==> config.mk <==
export PLATFORM = sky130hd
export DESIGN_NAME = block_sync
export DESIGN_NICKNAME = d
export VERILOG_FILES = /design/src/rtl/block_sync.sv
export SDC_FILE = /design/constraint.sdc
export NUM_CORES = 1
export LEC_CHECK = 0
export BUFFER_PORTS_ARGS = -buffer_cell sky130_fd_sc_hd__buf_2
export CAP_MARGIN = 20
export CORE_MARGIN = 2
export CORE_UTILIZATION = 49
export CTS_CLUSTER_DIAMETER = 120
export DETAILED_ROUTE_END_ITERATION = 12
export PLACE_DENSITY = 0.87
export SLEW_MARGIN = 40
export SYNTH_ARGS = -nofsm -noshare
export SYNTH_HDL_FRONTEND = slang
export SYNTH_SLANG_ARGS = --single-unit
==> constraint.sdc <==
create_clock -name clk_i -period 10.6 [get_ports clk_i]
set_clock_uncertainty 0.1 [all_clocks]
set_input_delay 0.53 -clock clk_i [delete_from_list [all_inputs] [get_ports clk_i]]
set_output_delay 0.53 -clock clk_i [all_outputs]
set_load 0.01 [all_outputs]
==> src/rtl/block_sync.sv <==
// 64b/66b block synchronizer: hunts for a stable 2-bit sync header offset and then holds it.
// Optional BLOCK_SYNC_SLIP_WAIT_EN: ignore the first qualifying check after every slip.
module block_sync #(
    parameter int NUM_OFFSETS = 66,
    parameter int LOCK_CNT    = 32,
    parameter int WINDOW      = 64,
    parameter int ERR_LIMIT   = 8
) (
    input  logic         clk_i,
    input  logic         rst_i,
    input  logic         buffer_dv,
    input  logic [193:0] gbox_buffer,
    input  logic [5:0]   gbox_cnt,
    output logic [6:0]   block_offset
);

    localparam int GOOD_W = $clog2(LOCK_CNT + 1);
    localparam int ERR_W  = $clog2(ERR_LIMIT + 1);
    localparam int WIN_W  = $clog2(WINDOW + 1);

    typedef enum logic {
        HUNT = 1'b0,
        LOCK = 1'b1
    } state_t;

    state_t             state_q;
    logic [6:0]         offset_q;
    logic [GOOD_W-1:0]  good_cnt_q;
    logic [ERR_W-1:0]   err_cnt_q;
    logic [WIN_W-1:0]   win_cnt_q;

    logic               check;
    logic [1:0]         hdr;
    logic               hdr_valid;
    logic [6:0]         offset_d;
    logic [ERR_W-1:0]   err_cnt_d;
    logic [WIN_W-1:0]   win_cnt_d;
    logic               unused_low_bits;

    // Headers only ever come from bits 193..127; the rest of the buffer is the payload.
    assign unused_low_bits = ^gbox_buffer[126:0];

    assign check = buffer_dv && (gbox_cnt <= 6'd32);

    always_comb begin
        hdr = 2'b00;
        for (int k = 0; k < NUM_OFFSETS; k++) begin
            if (offset_q == 7'(k)) begin
                hdr = gbox_buffer[193-k -: 2];
            end
        end
    end

    assign hdr_valid = hdr[1] ^ hdr[0];

    always_comb begin
        offset_d  = (offset_q == 7'(NUM_OFFSETS - 1)) ? 7'd0 : offset_q + 7'd1;
        err_cnt_d = err_cnt_q + ERR_W'(!hdr_valid);
        win_cnt_d = win_cnt_q + WIN_W'(1);
    end

`ifdef BLOCK_SYNC_SLIP_WAIT_EN
    logic settle_q;
`endif

    always_ff @(posedge clk_i) begin
        if (rst_i) begin
            state_q    <= HUNT;
            offset_q   <= 7'd0;
            good_cnt_q <= '0;
            err_cnt_q  <= '0;
            win_cnt_q  <= '0;
`ifdef BLOCK_SYNC_SLIP_WAIT_EN
            settle_q   <= 1'b0;
`endif
        end else if (check) begin
`ifdef BLOCK_SYNC_SLIP_WAIT_EN
            if (settle_q) begin
                settle_q <= 1'b0;
            end else begin
`else
            begin
`endif
                case (state_q)
                    HUNT: begin
                        if (hdr_valid) begin
                            if (good_cnt_q == GOOD_W'(LOCK_CNT - 1)) begin
                                state_q    <= LOCK;
                                good_cnt_q <= '0;
                                err_cnt_q  <= '0;
                                win_cnt_q  <= '0;
                            end else begin
                                good_cnt_q <= good_cnt_q + GOOD_W'(1);
                            end
                        end else begin
                            offset_q   <= offset_d;
                            good_cnt_q <= '0;
`ifdef BLOCK_SYNC_SLIP_WAIT_EN
                            settle_q   <= 1'b1;
`endif
                        end
                    end
                    LOCK: begin
                        // Error limit wins over window rollover on the same check.
                        if (err_cnt_d == ERR_W'(ERR_LIMIT)) begin
                            state_q    <= HUNT;
                            offset_q   <= offset_d;
                            good_cnt_q <= '0;
                            err_cnt_q  <= '0;
                            win_cnt_q  <= '0;
`ifdef BLOCK_SYNC_SLIP_WAIT_EN
                            settle_q   <= 1'b1;
`endif
                        end else if (win_cnt_d == WIN_W'(WINDOW)) begin
                            err_cnt_q <= '0;
                            win_cnt_q <= '0;
                        end else begin
                            err_cnt_q <= err_cnt_d;
                            win_cnt_q <= win_cnt_d;
                        end
                    end
                    default: begin
                        state_q <= HUNT;
                    end
                endcase
            end
        end
    end

    assign block_offset = offset_q;

endmodule

* Word level (Yosys, flattened, before mapping)
Cells that the tools add are included.
** Cells by class
- $lt $le $gt $ge :: 1
- Equality and inequality tests :: 72
- Add/sub/neg operators :: 4
- Mux-type cells :: 88
- Bitwise logic cells :: 2
- Reductions and logical operators :: 6
** Operators with widths (number)
- == test 7 x 6 -> 1 bit, second input constant :: 32
- two-way mux 2 bit :: 66
- == test 7 x 5 -> 1 bit, second input constant :: 16
- == test 7 x 4 -> 1 bit, second input constant :: 8
- two-way mux 7 bit :: 7
- == test 7 x 3 -> 1 bit, second input constant :: 4
- case mux 7 bit (2 select lines) :: 2
- == test 7 bit, second input constant :: 3
- two-way mux 6 bit :: 3
- two-way mux 4 bit :: 4
- adder 7 x 1 -> 7 bit, second input constant :: 2
- == test 7 x 2 -> 1 bit, second input constant :: 2
- case mux 6 bit (2 select lines) :: 1
- case mux 4 bit (2 select lines) :: 1
- == test 7 x 1 -> 1 bit, second input constant :: 1
- logical NOT 7 bit :: 1
- adder 6 x 1 -> 6 bit, second input constant :: 1
- == test 6 x 5 -> 1 bit, second input constant :: 1
- <= comparator 6 bit, second input constant :: 1
- != test 2 bit, second input constant :: 3
- AND reduction 3 bit :: 2
- adder 4 x 1 -> 4 bit :: 1
- == test 4 bit, second input constant :: 1
- two-way mux 1 bit :: 3
- other kinds (7) :: 7
** Storage, ports and cells
- Input bits :: 203
- Register bits after elaboration :: 25
- Output and inout port bits :: 7

* Depth between registers and ports, before layout
- Depth after elaboration :: 73
- Depth in mapped cells :: 23

* Worst setup path before layout
No wires, ideal clock.
- Path kind :: register to register
- Start :: reg offset_q[0] (netlist: block_offset[0])
- End :: reg offset_q[2] (netlist: block_offset[2])
- Arrival time :: 4547 ps
- Stages on the path, launching flop included :: 21
- Slack :: 5819 ps
- Data required time :: 10366 ps
- Period minus slack after synthesis :: 4781 ps
- Setup time :: 134 ps
- Path through :: dfxtp_1 > inv_1 > ha_1 > buf_4 > buf_6 > or2_2 > o211a_1 > o22a_1 > a21oi_1 > o211ai_1 > a31oi_1 > a211oi_4 > or2_2 > ha_1 > ha_1 > or4_1 > nand2_1 > nand2_1 > clkbuf_1 > o311ai_0 > o31ai_1
** Between the ends
- Word-level cells in the longest chain between the ends :: 73
- Elaborated cells between the ends (all ways) :: 144
- Classes of those cells :: 2 x add/sub; 68 x eq/ne; 70 x mux; 1 x bitwise; 3 x reduce/logical
** Ends and longest elaborated chain
- from (decl) :: RTL line 27 : logic [6:0] offset_q;
- from (signal assigned) :: RTL line 96 : offset_q <= offset_d;
- from (signal assigned) :: RTL line 107 : offset_q <= offset_d;
- logical NOT 7 bit :: RTL line 48 : if (offset_q == 7'(k)) begin
- two-way mux 2 bit (66 in a row) :: RTL line 48
- XOR 1 bit :: RTL line 54 : assign hdr_valid = hdr[1] ^ hdr[0];
- logical NOT 1 bit :: RTL line 58 : err_cnt_d = err_cnt_q + ERR_W'(!hdr_valid);
- adder 4 x 1 -> 4 bit :: RTL line 58
- == test 4 bit :: RTL line 105 : if (err_cnt_d == ERR_W'(ERR_LIMIT)) begin
- != test 2 x 1 -> 1 bit (no line)
- AND reduction 3 bit (no line)
Several ways; a longest one is shown, not always the timed one. The select of a mux whose other input is x is not followed.
A chain may end at the register's enable or synchronous reset.

* Worst setup path in the final report
- Start :: reg offset_q[0] (netlist: block_offset[0])
- End :: reg offset_q[3] (netlist: block_offset[3])
The elaborated chain is that of the path after synthesis.

==> flow_summary.toml <==
[status]
status = "finished, final reports clean"

[clocking]
clockRootBuffer = "clkbuf_8"
cts_resized = 0
cts_sinks = 25
clk_latency_ns = 0.28
cts_made_buffers = 3
clockBufferDepth = 2
hold_buffers = 0
postCtsSetupRepairBufs = 0
path_clk_slew_ns = 0.09
htree_num_levels = 1
cts_tree = "done"

[routing]
drt_wl_total_um = 12000
drt-initial-drc-count = 705
wl_per_cell_um = 17.8
drc = 0
vias = 4601
ant_nets = 0
drt-pass1-iter-count = 6
viasPerCell = 6.83

[worst_setup_path]
r2r_setup_slack_ns = 4.50
cp.arrival_ns = 6.21
start_kind = "register"
end_kind = "register"
r2r_cells = 17
crit_fanout = 64
critPathKind = "register to register"
crit_start = "block_offset[0]"
crit_end = "block_offset[3]"
path_cells = "ha_2 -> buf_4 -> inv_1 -> and3_1 -> a211o_1 -> a32o_1 -> o211ai_1 -> a31oi_1 -> o211a_1 -> or2_2 -> ha_1 -> ha_1 -> or4_1 -> nand2_1 -> nand2_1 -> or4_1 -> a21oi_1"
cp.required_ns = 10.71
cp_slowest_cell = "or4_1"
slowest_delay_ns = 0.62
r2r-end = "block_offset[3]"
r2r_start = "block_offset[0]"

[die]
coreArea_um2 = 7210
initial_core_util_pct = 50.2
io_pins = 210
floorplan.die_area_um2 = 8090
fp.dieH_um = 89.9
dieWidth_um = 89.9
row_count = 31

[pwr]
ir_drop_mv = 0.0624
p_per_area_nw_per_um2 = 64.9
leakage_nw = 1.52

[sta]
hold_viol_final = 0
setup_violations = 0
period_needed_ns = 6.10
relSlewSlack_pct = 47.9
rsz0062_at_grt = "no"
fin_tns_setup_ns = 0
period_share_pct = 57.5
maxSlewViolCount = 0
worstMarginPinSlew_ns = 0.778
fmax_mhz = 164

[layout]
final_layout_size_suffix_gt1_share_pct = 18.8
diodes = 0
area_growth_pct = 10.8
instances_no_fill = 674
finalNetCount = 787

[logic_synthesis]
ys_seq_elements = 25
synth-simple-area-share_pct = 33.4
seq_area_frac_synth_pct = 13.8
async_reset_ff_share_pct = 0
synth_compound_area_share_pct = 40.0
syn_nets = 740
synth_most_common_cell = "nand2_1"
yosysWarnings = 0
synth_top_area_share_pct = 13.8
synth_cells = 529
synthMuxAreaShare_pct = 0.864
avgSynthCellArea_um2 = 6.84
synth_area_um2 = 3620
synth_area_leaders = "dfxtp_1, a21oi_1, nand2_1"
synthFlopType = "dfxtp_1"
ys_top_cells_by_count = "nand2_1, a21oi_1, nor2_1, o21ai_0, dfxtp_1"
synth.distinct_cells = 76
synthXorXnorAreaFrac_pct = 0.484
synth-edff-count = 0
synth_top_family_by_area = "compound AO/OA/AOI/OAI gates"
synth-adder-area-share_pct = 2.77
yosysTopAreaCell = "dfxtp_1"

[placement]
dp.cells = 670
dp_hpwl_um = 8440
globalplace.congestion = 0.988
port_buffers = 82

[global_route]
grt_pass1_wl_um = 19500
grt_overflow = 0
grt_pass1_vias = 4215
grt_use_total_pct = 27.9
antenna_found_initial = 0
grt_max_degree = 65

[min_path]
hp-class = "register to register"

[run]
max-cap-violations = 0
==> logic make-up (layout without fill, tap and decap cells) <==
| kind of cell | Yosys count | in the layout |
|---|---|---|
| and+or+nand+nor | 224 | 224 |
| AOI/OAI and AO/OA | 205 | 205 |
| buffers and inverters | 62 | 108 |
| DFF | 25 | 25 |
| adders and majority gates | 8 | 8 |
| muxes | 3 | 3 |
| xor gates and xnor gates | 2 | 2 |
==> layout make-up <==
type	count	area, um^2
fillers	719	3210
multi-input cells	442	2830
flip-flops and latches	25	500
repair buffers	87	448
well taps	99	124
inverters	17	63.8
clock buffers	4	45.0
==> per-stage QoR <==
| stage | util (%) | hold slack [ns] | instance area [um^2] | power (mW) | setup slack [ns] |
|---|---|---|---|---|---|
| 2_1_floorplan | - | 0.340 | 3620 | 0.166 | 5.82 |
| 3_3_place_gp | 54.7 | 0.352 | 3950 | 0.195 | 4.74 |
| 3_5_place_dp | 54.9 | 0.364 | 3960 | 0.199 | 4.62 |
| 4_1_cts | 55.5 | 0.395 | 4010 | 0.257 | 4.57 |
| 5_1_grt | 55.5 | 0.420 | 4010 | 0.273 | 4.16 |
| 6_report | 55.5 | 0.396 | 4010 | 0.260 | 4.50 |
==> cells in the final DEF (no fill, tap or decap), types with 3 or more instances in the layout <==
cell / synthesis / routed
buf_2: 19 / 82
a22o_1: 3 / 3
nand3b_1: 8 / 8
a211oi_1: 9 / 9
o211ai_1: 11 / 11
a221oi_1: 8 / 8
and2_1: 6 / 6
o22ai_1: 8 / 8
o31ai_1: 15 / 15
nor3b_1: 8 / 8
inv_1: 16 / 16
buf_4: 7 / 5
a21oi_1: 44 / 44
or2_2: 3 / 3
a31oi_1: 7 / 7
nand2b_1: 7 / 7
nor2_1: 41 / 41
and3_1: 6 / 6
a32oi_1: 6 / 6
or3_1: 5 / 5
nor2b_1: 19 / 19
nand2_1: 52 / 52
nand3_1: 21 / 21
a22oi_1: 6 / 6
clkbuf_8: 0 / 3
nand4_1: 13 / 13
nor3_1: 13 / 13
o2111ai_1: 4 / 4
a2111oi_0: 3 / 3
ha_1: 8 / 6
dfxtp_1: 25 / 25
or4_1: 7 / 7
a221o_1: 4 / 4
o21a_1: 5 / 5
o21ai_0: 36 / 36
o311ai_0: 3 / 3
==> how the worst min path moves through the flow <==
stage	cells after the start	from	slack [ns]	to
2_1_floorplan	2	err_cnt_q[0]	0.34	err_cnt_q[0]
3_3_place_gp	2	err_cnt_q[0]	0.35	err_cnt_q[0]
3_5_place_dp	2	err_cnt_q[0]	0.36	err_cnt_q[0]
4_1_cts	2	err_cnt_q[1]	0.40	err_cnt_q[1]
5_1_grt	2	err_cnt_q[0]	0.42	err_cnt_q[0]
6_report	2	err_cnt_q[1]	0.40	err_cnt_q[1]
==> per-layer routing <==
metal / track usage, % / up-vias / part of all wire [%]
li1: - / 2119 / -
met1: 35.9 / 2099 / 38
met2: 46.0 / 322 / 47
met3: 4.86 / 61 / 11
met4: 12.3 / 0 / 3.8
met5: 0 / - / 0
==> critical path, delay by kind of cell, from the launching register on <==
family / cells / cell delay, ns
flops: 1 / 0.50
compound gates: 6 / 1.44
fa+ha+maj: 3 / 0.72
buf+inv: 2 / 0.88
simple gates: 6 / 2.37
==> registers in the layout, summed over array words and instances (netlist names) <==
signal        cells
err_cnt_q         4
win_cnt_q         7
good_cnt_q        6
state_q           1
block_offset      7
==> power breakdown <==
group	total, mW	internal (mW)	switching [mW]	leakage (nW)
sequential	0.0966	0.0949	0.00175	0.202
clock	0.0594	0.0270	0.0324	0.0228
combinational	0.104	0.0399	0.0643	1.29
Note: power is estimated with default switching activity, not from simulation.
